[src/rtl/uart_pkg.sv]
// Shared UART definitions: TX FSM states, parity constants, prescaler decode.
package uart_pkg;

  localparam int unsigned DATA_WIDTH_DEF = 8;

  localparam logic PAR_EVEN = 1'b0;
  localparam logic PAR_ODD  = 1'b1;

  typedef enum logic [2:0] {
    TX_IDLE   = 3'd0,
    TX_START  = 3'd1,
    TX_DATA   = 3'd2,
    TX_PARITY = 3'd3,
    TX_STOP   = 3'd4
  } tx_state_e;

  // Prescaler field value 0 stands for 32 cycles per bit.
  function automatic logic [5:0] prescale_decode(input logic [4:0] prescaler);
    return (prescaler == 5'd0) ? 6'd32 : {1'b0, prescaler};
  endfunction

endpackage

[src/rtl/uart_tx_baud_cnt.sv]
// Bit timing for the transmitter: edge counter 0..n-1 and per-state bit counter.
module uart_tx_baud_cnt #(
  parameter int unsigned CNT_W = 4
) (
  input  logic             clk,
  input  logic             rst_n,
  input  logic             enable,
  input  logic             clear,
  input  logic [5:0]       n,
  output logic             bit_tick,
  output logic [CNT_W-1:0] bit_cnt
);

  logic [5:0]       edge_q, edge_d;
  logic [CNT_W-1:0] bit_q, bit_d;

  assign bit_tick = enable && (edge_q == (n - 6'd1));
  assign bit_cnt  = bit_q;

  // Next-count logic: clear wins, otherwise advance while enabled.
  always_comb begin
    edge_d = edge_q;
    bit_d  = bit_q;
    if (clear) begin
      edge_d = '0;
      bit_d  = '0;
    end else if (enable) begin
      if (bit_tick) begin
        edge_d = '0;
        bit_d  = bit_q + CNT_W'(1);
      end else begin
        edge_d = edge_q + 6'd1;
      end
    end
  end

  // Counter registers.
  always_ff @(posedge clk or negedge rst_n) begin
    if (!rst_n) begin
      edge_q <= '0;
      bit_q  <= '0;
    end else begin
      edge_q <= edge_d;
      bit_q  <= bit_d;
    end
  end

endmodule

[src/rtl/uart_tx.sv]
// UART transmitter: start, LSB-first data, optional parity, stop.
// Build option UART_TX_TWO_STOP_EN: two stop bits instead of one.
module uart_tx
  import uart_pkg::*;
#(
  parameter int unsigned Data_Width = DATA_WIDTH_DEF
) (
  input  logic                  CLK,
  input  logic                  RST,
  input  logic [Data_Width-1:0] P_DATA,
  input  logic                  Data_Valid,
  input  logic                  PAR_EN,
  input  logic                  PAR_TYP,
  input  logic [4:0]            Prescaler,
  output logic                  TX_OUT,
  output logic                  Busy
);

  localparam int unsigned CNT_W = 4;

  tx_state_e             state_q, state_d;
  logic [Data_Width-1:0] data_q, data_d;
  logic                  par_en_q, par_en_d;
  logic                  par_typ_q, par_typ_d;
  logic [5:0]            n_q, n_d;
  logic                  tx_q, tx_d;
  logic                  busy_q, busy_d;

  logic                  cnt_en, cnt_clr, bit_tick, stop_last;
  logic [CNT_W-1:0]      bit_cnt, bit_idx;
  logic                  data_bit, parity_bit;

  uart_tx_baud_cnt #(
    .CNT_W (CNT_W)
  ) u_baud_cnt (
    .clk      (CLK),
    .rst_n    (RST),
    .enable   (cnt_en),
    .clear    (cnt_clr),
    .n        (n_q),
    .bit_tick (bit_tick),
    .bit_cnt  (bit_cnt)
  );

`ifdef UART_TX_TWO_STOP_EN
  assign stop_last = (bit_cnt == CNT_W'(1));
`else
  assign stop_last = 1'b1;
`endif

  assign parity_bit = (^data_q) ^ (par_typ_q == PAR_ODD);

  // Next state, frame latching and registered line value.
  // TX_OUT is registered, so the line value is derived from the next state
  // and the bit index that will be current after this edge.
  always_comb begin
    state_d   = state_q;
    data_d    = data_q;
    par_en_d  = par_en_q;
    par_typ_d = par_typ_q;
    n_d       = n_q;
    tx_d      = 1'b1;
    bit_idx   = '0;
    data_bit  = 1'b1;

    unique case (state_q)
      TX_IDLE: begin
        if (Data_Valid) begin
          data_d    = P_DATA;
          par_en_d  = PAR_EN;
          par_typ_d = PAR_TYP;
          n_d       = prescale_decode(Prescaler);
          state_d   = TX_START;
        end
      end
      TX_START: if (bit_tick) state_d = TX_DATA;
      TX_DATA: begin
        if (bit_tick && (bit_cnt == CNT_W'(Data_Width - 1)))
          state_d = par_en_q ? TX_PARITY : TX_STOP;
      end
      TX_PARITY: if (bit_tick) state_d = TX_STOP;
      TX_STOP: if (bit_tick && stop_last) state_d = TX_IDLE;
      default: state_d = TX_IDLE;
    endcase

    cnt_en  = (state_q != TX_IDLE);
    cnt_clr = (state_q == TX_IDLE) || (state_d != state_q);

    if ((state_q == TX_DATA) && (state_d == TX_DATA))
      bit_idx = bit_tick ? (bit_cnt + CNT_W'(1)) : bit_cnt;

    for (int unsigned i = 0; i < Data_Width; i++)
      if (bit_idx == CNT_W'(i)) data_bit = data_q[i];

    unique case (state_d)
      TX_START:  tx_d = 1'b0;
      TX_DATA:   tx_d = data_bit;
      TX_PARITY: tx_d = parity_bit;
      default:   tx_d = 1'b1;
    endcase

    busy_d = (state_d != TX_IDLE);
  end

  // State, frame and output registers.
  always_ff @(posedge CLK or negedge RST) begin
    if (!RST) begin
      state_q   <= TX_IDLE;
      data_q    <= '0;
      par_en_q  <= 1'b0;
      par_typ_q <= 1'b0;
      n_q       <= '0;
      tx_q      <= 1'b1;
      busy_q    <= 1'b0;
    end else begin
      state_q   <= state_d;
      data_q    <= data_d;
      par_en_q  <= par_en_d;
      par_typ_q <= par_typ_d;
      n_q       <= n_d;
      tx_q      <= tx_d;
      busy_q    <= busy_d;
    end
  end

  assign TX_OUT = tx_q;
  assign Busy   = busy_q;

endmodule

[config.mk]
export PLATFORM = sky130hd
export DESIGN_NAME = uart_tx
export DESIGN_NICKNAME = d
export VERILOG_FILES = /design/src/rtl/uart_pkg.sv /design/src/rtl/uart_tx_baud_cnt.sv /design/src/rtl/uart_tx.sv
export SDC_FILE = /design/constraint.sdc
export NUM_CORES = 1
export LEC_CHECK = 0
export ABC_CLOCK_PERIOD_IN_PS = 7700
export CORE_MARGIN = 8
export CORE_UTILIZATION = 35
export DETAILED_ROUTE_END_ITERATION = 8
export PLACE_DENSITY = 0.63
export SYNTH_ARGS = -nofsm -noshare
export SYNTH_HDL_FRONTEND = slang
export SYNTH_SLANG_ARGS = --single-unit
export TNS_END_PERCENT = 1
[constraint.sdc]
create_clock -name CLK -period 7.7 [get_ports CLK]
set_input_delay 0.77 -clock CLK [delete_from_list [all_inputs] [get_ports CLK]]
set_output_delay 0.77 -clock CLK [all_outputs]
set_load 0.05 [all_outputs]
==> reports/qor.csv <==
metric,value,unit
Max Clock Skew,0.0103,ns
CP Data Arrival Time,3.39,ns
vias in the first global route,1352,
setup ws final,4.50,ns
Clock Latency Late Sink,0.29,ns
global-route wire length before repair,6.31,mm
CTS Buf Count,5,
Main synth FF type,dfrtp_1,
Peak Freq,0.313,GHz
worst-path fanout max,8,
DRT Pass-1 Iters,4,
sequential fraction of the synthesis area,43.0,%
Routability Congestion,0.831,
IO Port Bufs,19,
leakage,0.951,nW
remaining antenna violation count after routing,0,
DP Wirelength,2.73,mm
# clock sinks,31,
grt ovf,0,
max cap viols,0,
utilization after layout,43.3,%
Area Overhead vs Synth,20.9,%
count of nets after finishing,214,
mux contribution to synthesized area,9.41,%
"Clk pin slew, worst setup/hold paths",0.07,ns
fraction of layout cells with a size suffix above 1,17.5,%
pin count of the biggest net entering global routing,32,
setup bufs post-CTS,0,
Startpoint Class,flop,
post-CTS resize count,0,
drt initial violations,71,
antenna violations before repair,0,
Initial Util,35.9,%
Area contributors post-synth,"dfrtp_1 42%, xnor2_1 9.7%, mux2_2 7.5%",
crit end category,flop,
number of hold violations in the final report,0,
Slew headroom,49.4,%
final setup vio count,0,
XOR/XNOR Fraction of Synth Area,12.7,%
H-tree levels,2,
RSZ-0062 raised after global routing,false,
Global Route Usage Sum,10.4,%
Post-Syn Area per Cell,10.8,um2
largest family of logic cells by synthesized area,simple AND/OR/NAND/NOR gates,
DRC,0,
core area,5040,um2
Post-synth ARST share,100,%
Synth top area share,41.5,%
Via density,4.94,
Worst VDD drop,0.0910,mV
Synth cell types,47,
number of synthesized register bits,31,
Place WS,4.51,ns
Rows,26,
pwr/cell area,145,nW/um2
CTS tree,yes,
"Cell Area, Synth",1810,um2
Critical Path RT,7.89,ns
Yosys top cell by area,dfrtp_1,
chip width,87.9,um
fin. max-slew vios,0,
Tcrit/Tclk final,41.5,%
WS Path Type,flop to flop,
Routed WL,3.54,mm
"EDFF count, synth",0,
post-synthesis simple-gate area fraction,16.8,%
"Net Count, Synth",189,
warnings from Yosys,0,
Root Driver,clkbuf_8,
Die Y,87.9,um
Ports,20,
Compound-Gate Fraction of Synth Area,13.6,%
Synth Instances,168,
total number of vias,1303,
Die ar.,7720,um2
n_diodes,0,
Final min period,3.20,ns
outcome,completed,
Slew @ Worst Pin,0.760,ns
hold crit path type,flop to flop,
post-synthesis adder-cell area fraction,2.08,%
Setup TNS,0,ns
CTS Buffer Depth,2,
wire length per cell,13.4,um
hold buffers post-CTS,0,
[cells in the mapped netlist (2+ instances only)]
master	n
a211o_1	2
and3b_1	2
nand2_1	7
nand3_1	6
o21ai_0	8
inv_1	10
mux2i_1	2
a31oi_1	3
ha_1	3
a21oi_1	2
nor3_1	4
clkbuf_1	2
and3_1	5
xnor2_1	20
mux2_2	12
nor2b_1	3
dfrtp_1	30
nand3b_1	2
a2111oi_0	2
xor2_1	3
nor2_1	14
[worst paths after layout]
check | from | end | slack [ns] | cells past startpoint
max in group asynchronous | RST | TX_OUT | 6.51 | 2
worst max-delay path | n_q[0] | TX_OUT | 4.50 | 8
worst min-delay path | u_baud_cnt.edge_q[0] | u_baud_cnt.edge_q[0] | 0.51 | 1
worst max register to register | n_q[0] | TX_OUT | 4.50 | 8
worst min register to register | u_baud_cnt.edge_q[0] | u_baud_cnt.edge_q[0] | 0.51 | 1
min in group asynchronous | RST | state_q[0] | 0.87 | 2
[metal layers]
metal / global-route usage [%] / vias to the layer above / share of wire (%)
li1: - / 652 / -
met1: 13.0 / 617 / 47
met2: 16.3 / 28 / 48
met3: 2.72 / 6 / 4.0
met4: 5.00 / 0 / 1.4
met5: 0 / - / 0
[state kept, by name (all words and copies together) (netlist names)]
name / count
u_baud_cnt.bit_cnt: 4
u_baud_cnt.edge_q: 6
Busy: 1
n_q: 6
par_en_q: 1
TX_OUT: 1
par_typ_q: 1
state_q: 3
data_q: 8
[power by group]
part | total, W | internal [W] | switching, W | leakage, nW
sequential | 0.000163 | 0.000163 | 0 | 0.383
clock | 0.000141 | 0.0000815 | 0.0000595 | 0.0515
combinational | 0.0000126 | 0.00000800 | 0.00000462 | 0.516
[stage by stage]
stage,area [um2],std cells,hold WS [ns],power (W)
after floorplan,1810,168,0.466,0.000166
after global placement,2090,256,0.504,0.000179
after detailed placement,2090,256,0.507,0.000179
after CTS,2190,264,0.516,0.000320
after global routing,2190,264,0.533,0.000328
final,2190,264,0.511,0.000317
[cells in the final DEF, fill, tap and decap left out, types with 2 or more instances in the layout]
cell / count
clkdlybuf4s50_1: 19
o21ai_0: 8
a31oi_1: 3
nor2b_1: 3
ha_1: 3
a2111oi_0: 2
nor3_1: 4
a211o_1: 2
xnor2_1: 20
dfrtp_1: 30
and3_1: 5
and3b_1: 2
nand2_1: 7
mux2_2: 12
xor2_1: 3
a21oi_1: 2
nand3b_1: 2
inv_1: 10
nand3_1: 6
mux2i_1: 2
nor2_1: 14
clkbuf_8: 7
[layout make-up]
class	instances	area (um2)
clock buffers	8	100
fillers	492	2860
inverters	10	37.5
multi-input cells	125	986
flip-flops and latches	31	777
well taps	70	87.6
repair buffers	20	198
[worst max-delay path, stage by stage (launching register included)]
cell,delay [ns]
dfrtp_1,0.41
or4_4,0.52
or3_4,0.35
a2111oi_4,0.59
nand3_4,0.20
mux2_4,0.38
o41ai_1,0.38
a222oi_1,0.19
o41ai_2,0.08
[cells by family (layout without fill, tap and decap cells)]
group / Yosys count / in the layout
simple gates: 53 / 53
compound gates: 30 / 30
buf+inv: 12 / 38
xor+xnor: 24 / 24
flops: 31 / 31
mux: 15 / 15
fa+ha+maj: 3 / 3
Note: power is estimated with default switching activity, not from simulation.
